[src/rtl/pipe_ctrl.sv]
// ---------------------------------------------------------------------------
// pipe_ctrl -- decode-stage control, hazard stall and branch flush sequencer
//
// Decodes the instruction sitting in decode into the datapath control bundle,
// tracks in-flight register writes in a three-entry scoreboard (EX, MEM, WB)
// and stalls fetch on read-after-write hazards against EX or MEM. A taken
// branch from execute flushes decode/execute for one cycle. A small sequencer
// walks RESET -> FILL -> RUN -> DRAIN -> HALT.
//
// Ports
//   clk                  system clock, rising edge
//   rst                  asynchronous active-low reset
//   opfn[4:0]            opcode/function of the decode instruction
//   ra, rb, rd[2:0]      source A, source B, destination register fields
//   alubeq               branch taken, from execute
//   NIA                  next-instruction-address select (jump)
//   RegDst .. MemToReg   decode control bundle
//   ALUFn[2:0]           ALU function select
//   pc_en, ir_en         PC / instruction register load enables
//   flush                squash decode and execute
//   halted               high in HALT
//   stall_cnt, flush_cnt saturating event counters
// ---------------------------------------------------------------------------
module pipe_ctrl #(
    parameter int unsigned CNT_W = 8
) (
    input  logic             clk,
    input  logic             rst,
    input  logic [4:0]       opfn,
    input  logic [2:0]       ra,
    input  logic [2:0]       rb,
    input  logic [2:0]       rd,
    input  logic             alubeq,
    output logic             NIA,
    output logic             RegDst,
    output logic             RegWrite,
    output logic             ALUSrc,
    output logic             MemWrite,
    output logic             MemRead,
    output logic             MemToReg,
    output logic [2:0]       ALUFn,
    output logic             pc_en,
    output logic             ir_en,
    output logic             flush,
    output logic             halted,
    output logic [CNT_W-1:0] stall_cnt,
    output logic [CNT_W-1:0] flush_cnt
);

    localparam logic [4:0] OpAdd  = 5'b00000;
    localparam logic [4:0] OpSub  = 5'b00001;
    localparam logic [4:0] OpAnd  = 5'b00010;
    localparam logic [4:0] OpOr   = 5'b00011;
    localparam logic [4:0] OpAddi = 5'b01000;
    localparam logic [4:0] OpLw   = 5'b01001;
    localparam logic [4:0] OpSw   = 5'b01010;
    localparam logic [4:0] OpBeq  = 5'b01011;
    localparam logic [4:0] OpJ    = 5'b10000;
    localparam logic [4:0] OpHalt = 5'b11111;

    typedef enum logic [2:0] {
        StReset,
        StFill,
        StRun,
        StDrain,
        StHalt
    } state_e;

    state_e     state_q;
    logic [1:0] phase_cnt_q;   // shared FILL / DRAIN cycle counter

    // Scoreboard: index 0 = EX, 1 = MEM, 2 = WB
    logic [2:0]      sb_valid_q;
    logic [2:0][2:0] sb_dest_q;
    logic [2:0]      sb_load_q;

    logic [CNT_W-1:0] stall_cnt_q;
    logic [CNT_W-1:0] flush_cnt_q;

    // Raw decode of opfn, before stall/flush gating
    logic       dec_nia;
    logic       dec_reg_dst;
    logic       dec_reg_write;
    logic       dec_alu_src;
    logic       dec_mem_write;
    logic       dec_mem_read;
    logic       dec_mem_to_reg;
    logic [2:0] dec_alu_fn;
    logic       dec_halt;
    logic       uses_rb;

    logic       hit_a;
    logic       hit_b;
    logic       hazard;
    logic       in_run;
    logic       stall_evt;
    logic       flush_evt;
    logic       halt_go;
    logic [2:0] ex_dest;

    // ------------------------------------------------------------------
    // Instruction decode
    // ------------------------------------------------------------------
    always_comb begin
        dec_nia        = 1'b0;
        dec_reg_dst    = 1'b0;
        dec_reg_write  = 1'b0;
        dec_alu_src    = 1'b0;
        dec_mem_write  = 1'b0;
        dec_mem_read   = 1'b0;
        dec_mem_to_reg = 1'b0;
        dec_alu_fn     = 3'b000;
        dec_halt       = 1'b0;
        uses_rb        = 1'b0;
        case (opfn)
            OpAdd: begin
                dec_reg_dst   = 1'b1;
                dec_reg_write = 1'b1;
                uses_rb       = 1'b1;
            end
            OpSub: begin
                dec_alu_fn    = 3'b001;
                dec_reg_dst   = 1'b1;
                dec_reg_write = 1'b1;
                uses_rb       = 1'b1;
            end
            OpAnd: begin
                dec_alu_fn    = 3'b010;
                dec_reg_dst   = 1'b1;
                dec_reg_write = 1'b1;
                uses_rb       = 1'b1;
            end
            OpOr: begin
                dec_alu_fn    = 3'b011;
                dec_reg_dst   = 1'b1;
                dec_reg_write = 1'b1;
                uses_rb       = 1'b1;
            end
            OpAddi: begin
                dec_alu_src   = 1'b1;
                dec_reg_write = 1'b1;
            end
            OpLw: begin
                dec_alu_src    = 1'b1;
                dec_mem_read   = 1'b1;
                dec_mem_to_reg = 1'b1;
                dec_reg_write  = 1'b1;
            end
            OpSw: begin
                dec_alu_src   = 1'b1;
                dec_mem_write = 1'b1;
                uses_rb       = 1'b1;
            end
            OpBeq: begin
                dec_alu_fn = 3'b001;
                uses_rb    = 1'b1;
            end
            OpJ:     dec_nia  = 1'b1;
            OpHalt:  dec_halt = 1'b1;
            default: ;
        endcase
    end

    // ------------------------------------------------------------------
    // RAW hazard against EX and MEM; r0 is hardwired and never conflicts
    // ------------------------------------------------------------------
    assign hit_a = (ra != 3'd0) &&
                   ((sb_valid_q[0] && (sb_dest_q[0] == ra)) ||
                    (sb_valid_q[1] && (sb_dest_q[1] == ra)));
    assign hit_b = uses_rb && (rb != 3'd0) &&
                   ((sb_valid_q[0] && (sb_dest_q[0] == rb)) ||
                    (sb_valid_q[1] && (sb_dest_q[1] == rb)));
    assign hazard = hit_a || hit_b;

    // A taken branch overrides a stall in the same cycle
    assign in_run    = (state_q == StRun);
    assign flush_evt = in_run && alubeq;
    assign stall_evt = in_run && !alubeq && hazard;
    assign halt_go   = in_run && !alubeq && !hazard && dec_halt;

    // ------------------------------------------------------------------
    // Control outputs
    // ------------------------------------------------------------------
    always_comb begin
        NIA      = 1'b0;
        RegDst   = 1'b0;
        RegWrite = 1'b0;
        ALUSrc   = 1'b0;
        MemWrite = 1'b0;
        MemRead  = 1'b0;
        MemToReg = 1'b0;
        ALUFn    = 3'b000;
        pc_en    = 1'b0;
        ir_en    = 1'b0;
        flush    = 1'b0;
        halted   = 1'b0;
        case (state_q)
            StFill: begin
                pc_en = 1'b1;
                ir_en = 1'b1;
            end
            StRun: begin
                if (alubeq) begin
                    flush = 1'b1;
                    pc_en = 1'b1;
                    ir_en = 1'b1;
                end else if (!hazard) begin
                    NIA      = dec_nia;
                    RegDst   = dec_reg_dst;
                    RegWrite = dec_reg_write;
                    ALUSrc   = dec_alu_src;
                    MemWrite = dec_mem_write;
                    MemRead  = dec_mem_read;
                    MemToReg = dec_mem_to_reg;
                    ALUFn    = dec_alu_fn;
                    pc_en    = 1'b1;
                    ir_en    = 1'b1;
                end
            end
            StHalt:  halted = 1'b1;
            default: ;
        endcase
    end

    // ------------------------------------------------------------------
    // Sequencer
    // ------------------------------------------------------------------
    always_ff @(posedge clk or negedge rst) begin
        if (!rst) begin
            state_q     <= StReset;
            phase_cnt_q <= 2'd0;
        end else begin
            case (state_q)
                StReset: begin
                    state_q     <= StFill;
                    phase_cnt_q <= 2'd0;
                end
                StFill: begin
                    if (phase_cnt_q == 2'd2) begin
                        state_q     <= StRun;
                        phase_cnt_q <= 2'd0;
                    end else begin
                        phase_cnt_q <= phase_cnt_q + 2'd1;
                    end
                end
                StRun: begin
                    if (halt_go) begin
                        state_q     <= StDrain;
                        phase_cnt_q <= 2'd0;
                    end
                end
                StDrain: begin
                    // alubeq is deliberately not looked at here
                    if (phase_cnt_q == 2'd2) begin
                        state_q     <= StHalt;
                        phase_cnt_q <= 2'd0;
                    end else begin
                        phase_cnt_q <= phase_cnt_q + 2'd1;
                    end
                end
                StHalt:  state_q <= StHalt;
                default: state_q <= StReset;
            endcase
        end
    end

    // ------------------------------------------------------------------
    // Scoreboard shift; gated controls mean bubbles and flushes enter
    // EX as invalid entries without extra logic.
    // ------------------------------------------------------------------
    assign ex_dest = RegDst ? rd : rb;

    always_ff @(posedge clk or negedge rst) begin
        if (!rst) begin
            sb_valid_q <= '0;
            sb_dest_q  <= '0;
            sb_load_q  <= '0;
        end else begin
            sb_valid_q <= {sb_valid_q[1:0], RegWrite};
            sb_dest_q  <= {sb_dest_q[1:0], ex_dest};
            sb_load_q  <= {sb_load_q[1:0], MemRead};
        end
    end

    // WB entry and load flags are carried for downstream use only
    logic sb_unused;
    assign sb_unused = ^{sb_valid_q[2], sb_dest_q[2], sb_load_q};

    // ------------------------------------------------------------------
    // Saturating event counters
    // ------------------------------------------------------------------
    always_ff @(posedge clk or negedge rst) begin
        if (!rst) begin
            stall_cnt_q <= '0;
            flush_cnt_q <= '0;
        end else begin
            if (stall_evt && (stall_cnt_q != {CNT_W{1'b1}})) begin
                stall_cnt_q <= stall_cnt_q + CNT_W'(1);
            end
            if (flush_evt && (flush_cnt_q != {CNT_W{1'b1}})) begin
                flush_cnt_q <= flush_cnt_q + CNT_W'(1);
            end
        end
    end

    assign stall_cnt = stall_cnt_q;
    assign flush_cnt = flush_cnt_q;

endmodule
[config.mk]
export PLATFORM = sky130hd
export DESIGN_NAME = pipe_ctrl
export DESIGN_NICKNAME = d
export VERILOG_FILES = /design/src/rtl/pipe_ctrl.sv
export SDC_FILE = /design/constraint.sdc
export NUM_CORES = 1
export LEC_CHECK = 0
export ABC_AREA = 1
export CAP_MARGIN = 20
export CORE_MARGIN = 2
export CORE_UTILIZATION = 44
export CTS_CLUSTER_SIZE = 28
export DETAILED_ROUTE_END_ITERATION = 10
export GPL_TIMING_DRIVEN = 1
export HOLD_SLACK_MARGIN = 0.02
export PLACE_DENSITY = 0.74
export SYNTH_ARGS = -nofsm -noshare
export SYNTH_HDL_FRONTEND = slang
export SYNTH_SLANG_ARGS = --single-unit
[constraint.sdc]
create_clock -name clk -period 4.4 [get_ports clk]
set_input_delay 0.88 -clock clk [delete_from_list [all_inputs] [get_ports clk]]
set_output_delay 0.88 -clock clk [all_outputs]
set_load 0.005 [all_outputs]
* Yosys cells after proc, flatten, opt, wreduce, memory -nomap -nowiden *
Index checks and enable logic that the tools add are counted.

operators by class
  equal/unequal tests = 23
  add/subtract/negate cells = 3
  reduce and logical (&&, ||, !) cells = 32
  multiplexer cells = 44

operators with widths
  kind                 count
  $mux 1               31
  $mux 3               7
  $eq 5x4->1 const B   4
  $add 8x1->8 const B  2
  $ne 8x8->1 const B   2
  $pmux 3 s5           1
  $logic_and 1x1->1    14
  $eq 3x3->1           4
  $pmux 2 s3           2
  $reduce_or 6->1      2
  $eq 5x2->1 const B   2
  $eq 5x5->1 const B   2
  $reduce_bool 3->1    3
  $eq 3x2->1 const B   2
  $eq 5x1->1 const B   1
  $logic_not 5->1      1
  $mux 2               2
  $ne 2x2->1 const B   2
  $reduce_or 2->1      2
  $reduce_or 4->1      1
  $eq 3x1->1 const B   1
  $eq 3x3->1 const B   1
  $logic_not 3->1      1
  $logic_or 1x1->1     3
  other kinds (8)      9

storage, ports and cells
  register bits = 29
  bits of input ports = 17
  logic and storage cells = 109

* Logic depth before layout (Yosys ltp) *
  depth in word-level cells = 11
  mapped depth = 13

* Worst setup path after synthesis *
Ideal clock, no wire load.

  kind = in2out
  from = input rb[1]
  to = output ALUFn[1]
  required time = 3.520 ns
  setup slack = 1.699 ns
  stages on the path = 11
  data arrival time = 1.821 ns
  cells stage by stage = inv_1 > nand2_1 > nand2_1 > nor2_1 > nand2_1 > nand2_1 > nand2_2 > nand3_4 > or2_1 > buf_6 > nor2_1

between the ends
  longest elaborated chain between the ends = 8
  elaborated cells on any way between the ends = 12

ends and longest elaborated chain
  what                                  RTL line  text
  from (decl)                           31        input logic [2:0] rb,
  $eq 3x3->1 (on tied branches)         171, 172
  $logic_and 1x1->1 (on tied branches)  171, 172
  $logic_or 1x1->1                      171       ((sb_valid_q[0] && (sb_dest_q[0] == rb)) ||
  $logic_and 1x1->1 (*)                 170       assign hit_b = uses_rb && (rb != 3'd0) &&
  $logic_or 1x1->1 (*)                  173       assign hazard = hit_a || hit_b;
  $mux 3 (*)                            207       end else if (!hazard) begin
  $mux 3 (*)                            203       if (alubeq) begin
  $mux 3 (*)                            197       case (state_q)
  to (decl)                             41        output logic [2:0] ALUFn,

Every way passes the cells marked *; elsewhere a longest branch is shown, timed or not.

* Final worst setup path *
  from = input rb[2]
  to = output RegWrite

between the ends
  longest elaborated chain between the ends = 8
  elaborated cells on any way between the ends = 12

ends and longest elaborated chain
  what                                  RTL line  text
  $eq 3x3->1 (on tied branches)         171, 172
  $logic_and 1x1->1 (on tied branches)  171, 172
  $logic_or 1x1->1                      171
  $logic_and 1x1->1 (*)                 170
  $logic_or 1x1->1 (*)                  173
  $mux 1 (*)                            207
  $mux 1 (*)                            203
  $mux 1 (*)                            197
  to (decl)                             36        output logic RegWrite,

Marks and branches as above.

==> flow_results.xml <==
<?xml version="1.0" encoding="UTF-8"?>
<metrics>
  <group name="logic_synthesis">
    <metric name="yosys_register_bits" unit="">29</metric>
    <metric name="netlist_top_cells_area" unit="">dfrtp_1 (43%), nand2_1 (14%), inv_1 (6.0%), nand3_1 (4.4%), nor2_1 (4.2%)</metric>
    <metric name="yosysWarnings" unit="">0</metric>
    <metric name="post_synth.cell_area_avg" unit="sq um">7.81</metric>
    <metric name="yosysTopAreaCell" unit="">dfrtp_1</metric>
    <metric name="postSynth.asyncResetShare" unit="%">100</metric>
    <metric name="syn-cell-area" unit="sq mm">0.00170</metric>
    <metric name="mappedNetlistNets" unit="">236</metric>
    <metric name="syn_inst" unit="">217</metric>
    <metric name="number_of_flops_mapped_to_enable_cells_by_yosys" unit="">0</metric>
    <metric name="synth_top_cell_area_share" unit="%">42.8</metric>
    <metric name="postSynth.topFlopCell" unit="">dfrtp_1</metric>
    <metric name="unique_cell_type_count_in_the_yosys_netlist" unit="">33</metric>
    <metric name="synth_sequential_area_ratio" unit="%">42.8</metric>
  </group>
  <group name="global_routing">
    <metric name="first_global_vias" unit="">1485</metric>
    <metric name="grt_max_degree" unit="">30</metric>
    <metric name="grt_first_pass_wirelength" unit="um">6290</metric>
    <metric name="globalRouteOverflowTotal" unit="">0</metric>
    <metric name="antenna_found_initial" unit="">0</metric>
    <metric name="groute.usage.overall" unit="%">18.7</metric>
  </group>
  <group name="power_and_ir_drop">
    <metric name="power_per_cell_area" unit="mW/mm^2">420</metric>
    <metric name="comb_power_share" unit="%">31.7</metric>
    <metric name="cell_internal_power" unit="W">0.000662</metric>
    <metric name="power.sequential.fraction" unit="%">38.6</metric>
    <metric name="switching_share" unit="%">31.5</metric>
    <metric name="p_leak" unit="nW">1.15</metric>
    <metric name="max-vdd-ir-drop" unit="uV">314</metric>
    <metric name="net-switching-power" unit="W">0.000304</metric>
    <metric name="power_frac_clock" unit="%">29.6</metric>
  </group>
  <group name="clock_network">
    <metric name="cts_made_buffers" unit="">5</metric>
    <metric name="post_cts_hold_buffer_count" unit="">0</metric>
    <metric name="tritoncts_clock_tree" unit="">yes</metric>
    <metric name="number_of_buffers_on_the_longest_clock_path" unit="">2</metric>
    <metric name="clock_sink_count" unit="">29</metric>
    <metric name="clk_latency" unit="ns">0.28</metric>
    <metric name="cts_resized" unit="">0</metric>
    <metric name="cts-root-buf" unit="">clkbuf_8</metric>
    <metric name="post_cts.repair.setup_buffers" unit="">0</metric>
    <metric name="worst_setup_hold_path_clk_slew" unit="ns">0.06</metric>
    <metric name="cts_max_level" unit="">2</metric>
  </group>
  <group name="floorplan">
    <metric name="fp.dieW" unit="um">66.1</metric>
    <metric name="ioPinCount" unit="">47</metric>
    <metric name="die_h" unit="um">66.1</metric>
    <metric name="core" unit="sq mm">0.00369</metric>
    <metric name="die_area" unit="sq mm">0.00437</metric>
    <metric name="floorplan.initialDensity" unit="%">46.0</metric>
    <metric name="placement_rows" unit="">22</metric>
  </group>
  <group name="timing">
    <metric name="grt_setup_unrepaired" unit="">no</metric>
    <metric name="final.setup.tns" unit="ns">0</metric>
    <metric name="finalSetupViolCount" unit="">0</metric>
    <metric name="final-max-slew-violation-count" unit="">0</metric>
    <metric name="timing.fmax" unit="MHz">263</metric>
    <metric name="post-route-worst-setup-slack" unit="ns">0.596</metric>
    <metric name="layout_worst_path_cycle_share" unit="%">86.5</metric>
    <metric name="timing_hold_violations_final" unit="">0</metric>
    <metric name="final.setup_skew" unit="ns">0.00513</metric>
    <metric name="min_period" unit="ns">3.80</metric>
  </group>
  <group name="worst_setup_path">
    <metric name="critPathRequiredTime" unit="ns">3.52</metric>
    <metric name="reg2reg_slack" unit="ns">2.71</metric>
    <metric name="critPathTopFamily" unit="">buffers and inverters</metric>
    <metric name="cpMostUsedCell" unit="">nand2_1</metric>
    <metric name="timing.critical_path.slowest_stage_cell" unit="">clkdlybuf4s50_1</metric>
    <metric name="critPathMaxFanout" unit="">6</metric>
    <metric name="path_class" unit="">in2out</metric>
    <metric name="nature_of_the_critical_path_endpoint" unit="">primary output</metric>
    <metric name="reg2reg_depth" unit="">7</metric>
    <metric name="critical-path-max-stage-delay" unit="ns">0.59</metric>
    <metric name="critical_path_buf_inv_count" unit="">2</metric>
    <metric name="crit_chain" unit="">clkdlybuf4s50_1 -&gt; nand2_1 -&gt; nand2_1 -&gt; nor2_1 -&gt; nand2_1 -&gt; nand2_1 -&gt; nand2_2 -&gt; nand3_4 -&gt; or2_1 -&gt; nand2_1 -&gt; clkdlybuf4s50_1</metric>
    <metric name="start_kind" unit="">primary input</metric>
    <metric name="worst-endpoint-arrival" unit="ns">2.92</metric>
    <metric name="timing.critical_path.depth" unit="">11</metric>
  </group>
  <group name="route">
    <metric name="drt.antenna.violating_nets" unit="">0</metric>
    <metric name="wirelength" unit="um">3510</metric>
    <metric name="drt-pass1-iter-count" unit="">4</metric>
    <metric name="vias" unit="">1488</metric>
    <metric name="route.detailed.drc" unit="">0</metric>
    <metric name="post_drt_via_cell_ratio" unit="">4.72</metric>
    <metric name="detail_route.iter0.violations" unit="">89</metric>
    <metric name="routedWlPerCell" unit="um">11.1</metric>
  </group>
  <group name="run_status">
    <metric name="outcome" unit="">finished clean</metric>
  </group>
  <group name="placed_design">
    <metric name="dpl_worst_slack" unit="ns">0.605</metric>
    <metric name="routabilityCongestion" unit="">0.882</metric>
    <metric name="dp.final_hpwl" unit="um">2690</metric>
    <metric name="numPortBuffers" unit="">45</metric>
  </group>
  <group name="run">
    <metric name="number_of_max_cap_violations" unit="">0</metric>
  </group>
  <group name="finish">
    <metric name="syn_to_layout_area_delta" unit="%">35.6</metric>
    <metric name="antenna-diode-count" unit="">0</metric>
    <metric name="fillerInstances" unit="">325</metric>
    <metric name="nets" unit="">285</metric>
    <metric name="seq_area" unit="sq um">726</metric>
    <metric name="post_route_cells_drive_above_1_share" unit="%">10.9</metric>
    <metric name="multiInputGateArea" unit="sq um">811</metric>
  </group>
  <group name="hold_path">
    <metric name="timing.hold.worst_path_depth" unit="">0</metric>
    <metric name="hold_path_class" unit="">reg2reg</metric>
  </group>
</metrics>
-- cells in the mapped netlist, types with 2 or more instances --
master / n
dfrtp_1: 29
ha_1: 2
nand2_4: 2
xor2_1: 6
buf_4: 3
nand3_1: 15
inv_1: 27
nor2_1: 19
nand2_1: 61
xnor2_1: 8
inv_2: 4
and3_1: 2
a21oi_1: 2
a31oi_1: 2
nand2_2: 4
nor2_2: 5
nor3_1: 7
nand4_1: 4
-- flip-flops by register name, indices dropped and copies added, names as in the netlist --
register and count:
flush_cnt 8, phase_cnt_q 2, sb_dest_q 6, sb_valid_q 2, stall_cnt 8, state_q 3
-- final timing paths --
check                                          from                        to
max in group asynchronous                       rst    sb_dest_q[3]$_DFF_PN0_
setup / recovery                              rb[2]                  RegWrite
setup reg to reg           stall_cnt[0]$_DFFE_PN0P_  stall_cnt[5]$_DFFE_PN0P_
min in group asynchronous                       rst  stall_cnt[0]$_DFFE_PN0P_
hold / removal               sb_dest_q[1]$_DFF_PN0_    sb_dest_q[4]$_DFF_PN0_
hold reg to reg              sb_dest_q[1]$_DFF_PN0_    sb_dest_q[4]$_DFF_PN0_
-- layout make-up --
| class | count | area share, % |
|---|---|---|
| multi-input combinational | 152 | 35.3 |
| sequential | 29 | 31.6 |
| timing repair buffer | 46 | 19.9 |
| inverter | 32 | 5.44 |
| clock buffer | 6 | 3.59 |
| tap | 48 | 2.61 |
| clock inverter | 2 | 1.63 |
-- cells by family (layout without fill, tap and decap cells) --
family,after synthesis,count (layout),synth area share (%)
adders and majority gates,2,2,1.48
buffers and inverters,36,86,9.37
AOI/OAI and AO/OA,10,10,3.98
DFF,29,29,42.8
and+or+nand+nor,124,124,34.2
muxes,1,1,0.664
xor gates and xnor gates,14,14,7.23
other,1,1,0.221
-- per-stage QoR --
stage	std cells	instance area, sq um	utilization, %	hold WS, ns	power [W]
after floorplan	217	1700	-	0.371	0.000550
after global routing	315	2300	62.3	0.451	0.00104
after global placement	307	2180	59.1	0.412	0.000680
final	315	2300	62.3	0.427	0.000966
after CTS	315	2300	62.3	0.432	0.000978
after detailed placement	307	2180	59.1	0.418	0.000686
-- power groups by stage --
stage,Clock (W),Combinational (W),Sequential (W)
2_1_floorplan,0,0.000181,0.000369
3_3_place_gp,0,0.000304,0.000376
3_5_place_dp,0,0.000309,0.000377
4_1_cts,0.000295,0.000311,0.000373
5_1_grt,0.000307,0.000350,0.000381
6_report,0.000286,0.000307,0.000373
-- cell usage in the layout (no fill, tap or decap), drive strengths merged, types with 3 or more instances in the layout --
cell,n
a31oi,3
clkbuf,6
xor2,6
nor3,8
clkdlybuf4s50,45
nand2,67
nor2,24
nand3,16
nand4,4
dfrtp,29
xnor2,8
inv,31
-- routing by layer --
layer	vias up	wire length, um	GRT usage, %
met1	676	1760	25.4
met5	-	0	0
met4	0	46	9.18
met3	6	141	3.24
met2	31	1550	28.9
li1	775	-	-
Note: power is estimated with default switching activity, not from simulation.
